==> config.mk <==
export PLATFORM = sky130hd
export DESIGN_NAME = mixer_sample_serializer
export DESIGN_NICKNAME = d
export VERILOG_FILES = /design/src/rtl/mixer_ser_pkg.sv /design/src/rtl/mixer_ser_fifo.sv /design/src/rtl/mixer_sample_serializer.sv
export SDC_FILE = /design/constraint.sdc
export NUM_CORES = 1
export LEC_CHECK = 0
export CAP_MARGIN = 20
export CORE_AREA = 2 2 124 126
export CTS_CLUSTER_SIZE = 28
export DETAILED_ROUTE_END_ITERATION = 8
export DIE_AREA = 0 0 126 128
export GPL_TIMING_DRIVEN = 0
export SYNTH_ARGS = -nofsm -noshare
export SYNTH_HDL_FRONTEND = slang
export SYNTH_SLANG_ARGS = --single-unit
==> constraint.sdc <==
create_clock -name wb_clk_i -period 6.9 [get_ports wb_clk_i]
set_clock_uncertainty 0.1 [all_clocks]
set_input_delay 0.69 -clock wb_clk_i [delete_from_list [all_inputs] [get_ports wb_clk_i]]
set_output_delay 0.69 -clock wb_clk_i [all_outputs]
set_load 0.1 [all_outputs]
==> src/rtl/mixer_ser_pkg.sv <==
// Shared types, defaults and frame-length helper for mixer_sample_serializer.
// Build option: SERIALIZER_PARITY_EN appends one even-parity bit to every frame.
package mixer_ser_pkg;

    typedef enum logic [1:0] {
        ST_IDLE  = 2'd0,
        ST_SHIFT = 2'd1,
        ST_GAP   = 2'd2
    } ser_state_e;

    localparam int unsigned DEF_DATA_W     = 16;
    localparam int unsigned DEF_FIFO_DEPTH = 8;
    localparam int unsigned DEF_CLK_DIV    = 4;

    // Bits per serial frame, including the optional parity bit.
    function automatic int unsigned calc_nbits(input int unsigned data_w);
`ifdef SERIALIZER_PARITY_EN
        return data_w + 1;
`else
        return data_w;
`endif
    endfunction

endpackage

==> src/rtl/mixer_ser_fifo.sv <==
// Synchronous FIFO with wrap-bit pointers; full/empty/level derive only from the pointer flops.
module mixer_ser_fifo
    import mixer_ser_pkg::*;
#(
    parameter int unsigned DATA_W = DEF_DATA_W,
    parameter int unsigned DEPTH  = DEF_FIFO_DEPTH
) (
    input  logic                     clk,
    input  logic                     rst_n,
    input  logic                     push,
    input  logic [DATA_W-1:0]        push_data,
    input  logic                     pop,
    output logic [DATA_W-1:0]        head,
    output logic                     full,
    output logic                     empty,
    output logic [$clog2(DEPTH):0]   level
);

    localparam int unsigned AW = $clog2(DEPTH);

    logic [DATA_W-1:0] mem [DEPTH];
    logic [AW:0]       wr_ptr;
    logic [AW:0]       rd_ptr;

    assign full  = (wr_ptr[AW] != rd_ptr[AW]) && (wr_ptr[AW-1:0] == rd_ptr[AW-1:0]);
    assign empty = (wr_ptr == rd_ptr);
    assign level = wr_ptr - rd_ptr;
    assign head  = mem[rd_ptr[AW-1:0]];

    always_ff @(posedge clk or negedge rst_n) begin
        if (!rst_n) begin
            wr_ptr <= '0;
            rd_ptr <= '0;
        end else begin
            if (push && !full) begin
                wr_ptr <= wr_ptr + (AW+1)'(1);
            end
            if (pop && !empty) begin
                rd_ptr <= rd_ptr + (AW+1)'(1);
            end
        end
    end

    // Storage needs no reset: the pointers define which entries are valid.
    always_ff @(posedge clk) begin
        if (push && !full) begin
            mem[wr_ptr[AW-1:0]] <= push_data;
        end
    end

endmodule

==> src/rtl/mixer_sample_serializer.sv <==
// Buffers mixer samples and ships them MSB-first as SPI-mode-0 frames on sclk/sdo/cs_n.
// Build option: SERIALIZER_PARITY_EN adds an even-parity bit after the LSB.
module mixer_sample_serializer
    import mixer_ser_pkg::*;
#(
    parameter int unsigned DATA_W     = DEF_DATA_W,
    parameter int unsigned FIFO_DEPTH = DEF_FIFO_DEPTH,
    parameter int unsigned CLK_DIV    = DEF_CLK_DIV
) (
    input  logic                          wb_clk_i,
    input  logic                          wb_rst_ni,
    input  logic                          enable_i,
    input  logic                          s_valid_i,
    input  logic [DATA_W-1:0]             s_data_i,
    output logic                          s_ready_o,
    input  logic                          clr_ovf_i,
    output logic                          ser_sclk_o,
    output logic                          ser_sdo_o,
    output logic                          ser_cs_n_o,
    output logic [2:0]                    ser_oeb_o,
    output logic [$clog2(FIFO_DEPTH):0]   fifo_level_o,
    output logic                          overflow_o
);

    localparam int unsigned NBITS = calc_nbits(DATA_W);
    localparam int unsigned BCW   = $clog2(NBITS);
    localparam int unsigned DCW   = $clog2(2 * CLK_DIV);

    ser_state_e        state;
    logic [NBITS-1:0]  shreg;
    logic [NBITS-1:0]  frame;
    logic [BCW-1:0]    bit_cnt;
    logic [DCW-1:0]    div_cnt;
    logic              full;
    logic              empty;
    logic              push;
    logic              pop;
    logic [DATA_W-1:0] head;

    assign push      = s_valid_i && !full;
    assign pop       = (state == ST_IDLE) && enable_i && !empty;
    assign s_ready_o = !full;
    assign ser_oeb_o = 3'b000;

`ifdef SERIALIZER_PARITY_EN
    assign frame = {head, ^head};
`else
    assign frame = head;
`endif

    mixer_ser_fifo #(
        .DATA_W (DATA_W),
        .DEPTH  (FIFO_DEPTH)
    ) u_fifo (
        .clk       (wb_clk_i),
        .rst_n     (wb_rst_ni),
        .push      (push),
        .push_data (s_data_i),
        .pop       (pop),
        .head      (head),
        .full      (full),
        .empty     (empty),
        .level     (fifo_level_o)
    );

    // Set wins over a coincident clear.
    always_ff @(posedge wb_clk_i or negedge wb_rst_ni) begin
        if (!wb_rst_ni) begin
            overflow_o <= 1'b0;
        end else if (s_valid_i && full) begin
            overflow_o <= 1'b1;
        end else if (clr_ovf_i) begin
            overflow_o <= 1'b0;
        end
    end

    // Frame FSM; pins are registered, so each branch sets what the next cycle shows.
    always_ff @(posedge wb_clk_i or negedge wb_rst_ni) begin
        if (!wb_rst_ni) begin
            state      <= ST_IDLE;
            shreg      <= '0;
            bit_cnt    <= '0;
            div_cnt    <= '0;
            ser_cs_n_o <= 1'b1;
            ser_sclk_o <= 1'b0;
            ser_sdo_o  <= 1'b0;
        end else begin
            unique case (state)
                ST_IDLE: begin
                    if (pop) begin
                        shreg      <= frame;
                        bit_cnt    <= BCW'(NBITS - 1);
                        div_cnt    <= '0;
                        state      <= ST_SHIFT;
                        ser_cs_n_o <= 1'b0;
                        ser_sclk_o <= 1'b0;
                        ser_sdo_o  <= frame[NBITS-1];
                    end
                end
                ST_SHIFT: begin
                    if (div_cnt == DCW'(2 * CLK_DIV - 1)) begin
                        div_cnt    <= '0;
                        ser_sclk_o <= 1'b0;
                        if (bit_cnt == '0) begin
                            state      <= ST_GAP;
                            ser_cs_n_o <= 1'b1;
                            ser_sdo_o  <= 1'b0;
                        end else begin
                            shreg     <= shreg << 1;
                            ser_sdo_o <= shreg[NBITS-2];
                            bit_cnt   <= bit_cnt - BCW'(1);
                        end
                    end else begin
                        div_cnt    <= div_cnt + DCW'(1);
                        ser_sclk_o <= ((div_cnt + DCW'(1)) >= DCW'(CLK_DIV));
                    end
                end
                ST_GAP: begin
                    if (div_cnt == DCW'(2 * CLK_DIV - 1)) begin
                        div_cnt <= '0;
                        state   <= ST_IDLE;
                    end else begin
                        div_cnt <= div_cnt + DCW'(1);
                    end
                end
                default: state <= ST_IDLE;
            endcase
        end
    end

endmodule
**Yosys cells after proc, flatten, opt, wreduce, memory -nomap -nowiden**

Memories as Yosys holds them, arrays and structs flattened.
Cells that the tools add are included.

- Order comparisons: 1
- Muxes and demuxes: 30
- Eq/ne operators: 11
- $add $sub $neg: 5
- Reductions and logical operators: 21

Operator list:

| operator | number |
|---|---|
| 15-bit two-way mux | 3 |
| 15-bit one-hot mux with 2 select lines | 1 |
| 4-bit two-way mux | 3 |
| 4-bit AND reduction | 3 |
| 1-bit two-way mux | 11 |
| 4-bit by 1-bit adder with 4-bit output, second input constant | 2 |
| 2-bit two-way mux | 4 |
| 2-bit != test, second input constant | 4 |
| 4-bit one-hot mux with 2 select lines | 1 |
| 1-bit logical AND | 7 |
| 3-bit two-way mux | 2 |
| 1-bit one-hot mux with 2 select lines | 3 |
| 2-bit one-hot mux with 3 select lines | 1 |
| 3-bit one-hot mux with 2 select lines | 1 |
| 2-bit nonzero test | 3 |
| 4-bit equality test | 1 |
| 4-bit zero test | 1 |
| 2-bit AND reduction | 2 |
| 4-bit by 1-bit subtractor with 4-bit output, second input constant | 1 |
| 4-bit subtractor | 1 |
| 3-bit by 1-bit adder with 3-bit output, second input constant | 1 |
| 3-bit equality test | 1 |
| 3-bit equality test, second input constant | 1 |
| 3-bit >= comparator, second input constant | 1 |
| 8 further kinds | 9 |

- Word-level logic and storage cells: 79
- Flip-flop bits (word level): 36
- Memory bits (writable): 128
- Memories: 1
- Input port bits: 21

Memory list:

| memory | words | width | read ports | clocked after Yosys merged registers in | wr ports | RTL line | source |
|---|---|---|---|---|---|---|---|
| u_fifo.mem | 8 | 16 | 1 | 0 | 1 | mixer_ser_fifo.sv:21 | `logic [DATA_W-1:0] mem [DEPTH];` |

**Longest topological paths before layout**

- Word-level depth: 7
- Gate-level depth with buffers: 10

**Hierarchy**

A second synthesis with hierarchy kept.

- Cell total of the unflattened synthesis: 415
- Area, all modules: 7,044.3 um^2

Modules (own cells, without submodules):

| module | area an instance (um^2) | instances | cells an instance |
|---|---|---|---|
| mixer_ser_fifo | 5,411.4 | 1 | 278 |
| mixer_sample_serializer | 1,632.8 | 1 | 137 |

**Worst setup path before layout**

Ideal clock, no wire load.

- Path kind: register to register
- From: register u_fifo.rd_ptr[1]
- To: memory u_fifo.mem[0][0] in the netlist's numbering, enable pin
- Slack: 2,889 ps
- Period minus slack after synthesis: 4,011 ps
- Arrival: 3,502 ps
- Path buffers: 3
- Stages on the path, launching flop included: 11
- Cell sequence: dfrtp_1 > buf_2 > inv_1 > clkbuf_1 > ha_1 > nand3_1 > nand2b_2 > and2_1 > buf_2 > nand2_1 > nor3_1

- Longest elaborated chain between the ends: 7

RTL lines:

| item | RTL line | source |
|---|---|---|
| from (decl) | mixer_ser_fifo.sv:23 | `logic [AW:0] rd_ptr;` |
| from (signal assigned) | mixer_ser_fifo.sv:39 | `rd_ptr <= rd_ptr + (AW+1)'(1);` |
| 3-bit equality test (*) | mixer_ser_fifo.sv:25 | `assign full = (wr_ptr[AW] != rd_ptr[AW]) && (wr_ptr[AW-1:0] == rd_ptr[AW-1:0]);` |
| 1-bit logical AND (*) | mixer_ser_fifo.sv:25 |  |
| 1-bit zero test (*) | n/a |  |
| via s_ready_o | mixer_sample_serializer.sv:15 | `output logic s_ready_o,` |
| 1-bit logical AND | mixer_sample_serializer.sv:40 | `assign push = s_valid_i && !full;` |
| 1-bit logical AND (*) | mixer_ser_fifo.sv:46 | `if (push && !full) begin` |
| 1-bit two-way mux (*) | mixer_ser_fifo.sv:46 |  |
| 1-bit two-way mux (not written as such) (*) | mixer_ser_fifo.sv:47 | `mem[wr_ptr[AW-1:0]] <= push_data;` |
| to (decl) | mixer_ser_fifo.sv:21 |  |

The timed path passes the listed nets; every way through them passes the cells marked *.

**Worst setup path after layout**

- From: register u_fifo.rd_ptr[1]
- To: output fifo_level_o[3]

- Longest elaborated chain between the ends: 1

RTL lines:

| item | RTL line | source |
|---|---|---|
| 4-bit subtractor | mixer_ser_fifo.sv:27 | `assign level = wr_ptr - rd_ptr;` |
| to (decl) | mixer_sample_serializer.sv:21 | `output logic [$clog2(FIFO_DEPTH):0] fifo_level_o,` |

Every way passes these cells.

==> flow_metrics.env <==
export IMPL_cp_start_kind="flop"
export IMPL_hold_ws_ns=0.261
export IMPL_critPathMaxFanout=10
export IMPL_status="completed"
export IMPL_grt_max_degree=37
export IMPL_synth_edf_count=128
export IMPL_syn_inst=428
export IMPL_place_hpwl_mm=9.19
export IMPL_cts_sinks=164
export IMPL_dpl_cell_area_mm2=0.00747
export IMPL_clk_pin_slew_ns=0.06
export IMPL_postCtsSetupBuffers=0
export IMPL_ys_flop_type="edfxtp_1"
export IMPL_antenna_found_initial=0
export IMPL_drt_pass1_iterations=4
export IMPL_final_setup_tns_ns=0
export IMPL_die_x_um=126
export IMPL_tritoncts="yes"
export IMPL_finalCritPeriodShare_pct=67.7
export IMPL_synth_compound_area_share_pct=4.91
export IMPL_drtAntennaViolNets=0
export IMPL_yosysSeqAreaShare_pct=69.7
export IMPL_avgRoutedWirePerCell_um=19.7
export IMPL_synthSimpleGateAreaFrac_pct=6.90
export IMPL_fin_util_pct=54.1
export IMPL_setup_viol=0
export IMPL_cts_path_max_buffers=2
export IMPL_io_buffers=29
export IMPL_fmax_ghz=0.214
export IMPL_io_pins=33
export IMPL_vdd_ir_drop_max_v=0.000382
export IMPL_fp_row_count=45
export IMPL_syn_cell_area_mm2=0.00680
export IMPL_ys_async_sr_fraction_pct=22.0
export IMPL_antenna_cells=0
export IMPL_ys_ff_latch=164
export IMPL_final_common_cell="edfxtp_1"
export IMPL_placed_cells_incl_taps=655
export IMPL_nets=520
export IMPL_fill_cells=1191
export IMPL_ctsHoldBuffers=0
export IMPL_post_synth_top_area_cell="edfxtp_1"
export IMPL_grt_pass1_vias=3777
export IMPL_hold_violations=0
export IMPL_start_util_pct=45.8
export IMPL_core_mm2=0.0149
export IMPL_grt_overflow_total=0
export IMPL_power_density_mw_per_mm2=486
export IMPL_synthMuxAreaShare_pct=11.7
export IMPL_die_y_um=128
export IMPL_period_needed_ns=4.67
export IMPL_min_path_type="primary input to async pin"
export IMPL_multi_input_area_mm2=0.00189
export IMPL_grt_usage_pct=18.1
export IMPL_final_cell_mix="edfxtp_1 (128), nand2_1 (61), dfrtp_1 (35), mux4_2 (32), o21ai_0 (29)"
export IMPL_grt_pass1_wl_mm=21.4
export IMPL_tightest_slew_ns=0.962
export IMPL_fin_cells=687
export IMPL_netlist_area_leader_share_pct=56.5
export IMPL_place_congestion=0.760
export IMPL_clock_latency_ns=0.43
export IMPL_worstPathRequired_ns=6.11
export IMPL_synth_area_leaders="edfxtp_1 (56%), dfrtp_1 (13%), mux4_2 (11%)"
export IMPL_drt_wl_total_mm=13.5
export IMPL_area_sequential_mm2=0.00475
export IMPL_post_synth_cell_area_avg_um2=15.9
export IMPL_synthAdderAreaFrac_pct=2.50
export IMPL_drc=0
export IMPL_dieArea_mm2=0.0161
export IMPL_cap_violations=0
export IMPL_via_per_inst=5.40
export IMPL_drive_gt1_share_pct=21.6
export IMPL_p_leak_nw=2.89
export IMPL_drt_iter0_markers=239
export IMPL_yosys_warnings=0
export IMPL_timing_final_ws_setup_ns=2.23
export IMPL_root_buffer="clkbuf_16"
export IMPL_cp_end_kind="output pin"
export IMPL_cts_resized_gates=0
export IMPL_synth_top_family_by_area="multiplexers"
export IMPL_slew_headroom_pct=35.5
export IMPL_cp_arrival_ns=3.88
export IMPL_htreeDepth=4
export IMPL_path_class="flop to output pin"
export IMPL_cts_made_buffers=17
export IMPL_p_total_mw=3.91
export IMPL_synthXorXnorAreaFrac_pct=1.27
export IMPL_vias=3711
export IMPL_rsz0062_at_grt="no"
export IMPL_area_delta_synth_final_pct=18.3
export IMPL_ys_types=46
export IMPL_finalInstanceArea_mm2=0.00805
export IMPL_final_max_slew_viol_count=0
export IMPL_dp_slack_ns=2.62
-- worst max-delay path: stages (launching register included) --
cell and delay (ns):
dfrtp_1 0.46, buf_2 0.23, inv_1 0.20, clkbuf_1 0.52, ha_1 0.37, a21o_1 0.18
a21oi_1 0.17, xor2_1 0.18, clkdlybuf4s50_1 1.15
-- Yosys cell counts (2+ instances only) --
master      n
buf_6       2
and2_1      2
o21ai_0    29
nand3_1    17
mux2i_1     4
nor3_1      6
a21oi_1     4
dfrtp_1    35
nor3b_1     2
o22ai_1     3
o21ai_1     5
a22oi_1     2
a31oi_1     2
mux4_2     32
ha_1       12
mux2_2      3
buf_2       7
buf_1       2
inv_1      17
clkbuf_1    7
nand4_1     3
edfxtp_1  128
buf_4       6
nor2_1      9
nand2_1    61
o21ai_2     2
xnor2_1     7
-- routing by layer --
layer,vias up,global-route usage [%],wire length (um)
met3,14,4.88,584
met4,0,5.56,165
met1,1897,23.4,5740
met5,-,0,0
met2,76,30.3,7040
li1,1724,-,-
-- sequential cells by signal (all words and copies together), names as in the netlist, 2 cells and up --
register / cells
bit_cnt: 4
div_cnt: 3
shreg: 15
state: 2
u_fifo.mem: 128
u_fifo.rd_ptr: 4
u_fifo.wr_ptr: 4
-- cells by family after synthesis --
kind of cell	after synthesis
AO/OA/AOI/OAI	55
multiplexers	39
other	1
flip-flops	164
AND/OR/NAND/NOR	106
buffers and inverters	41
XOR/XNOR	9
adder cells (fa/ha/maj)	13
-- cell type report --
type / count / share of cell area, %
timing repair buffer: 37 / 4.94
sequential: 164 / 59.0
tap: 188 / 2.92
buffer: 24 / 1.69
inverter: 17 / 0.793
multi-input combinational: 225 / 23.5
clock buffer: 18 / 5.33
clock inverter: 14 / 1.88
-- final timing paths --
kind	to	cells past startpoint	slack, ns	start
min in group wb_clk_i	shreg[4]	2	0.38	shreg[4]
hold / removal	div_cnt[1]	1	0.26	wb_rst_ni
setup reg to reg	u_fifo.mem[1][3]	11	3.01	u_fifo.rd_ptr[1]
setup / recovery	fifo_level_o[3]	8	2.23	u_fifo.rd_ptr[1]
max in group asynchronous	shreg[3]	1	5.92	wb_rst_ni
hold reg to reg	shreg[4]	2	0.38	shreg[4]
-- power breakdown --
| part | internal [mW] | total, mW | switching, mW |
|---|---|---|---|
| clock network | 0.536 | 0.917 | 0.381 |
| registers | 1.29 | 1.38 | 0.0923 |
| logic | 0.577 | 1.62 | 1.04 |
No activity file was read; power rests on OpenSTA's default activity.
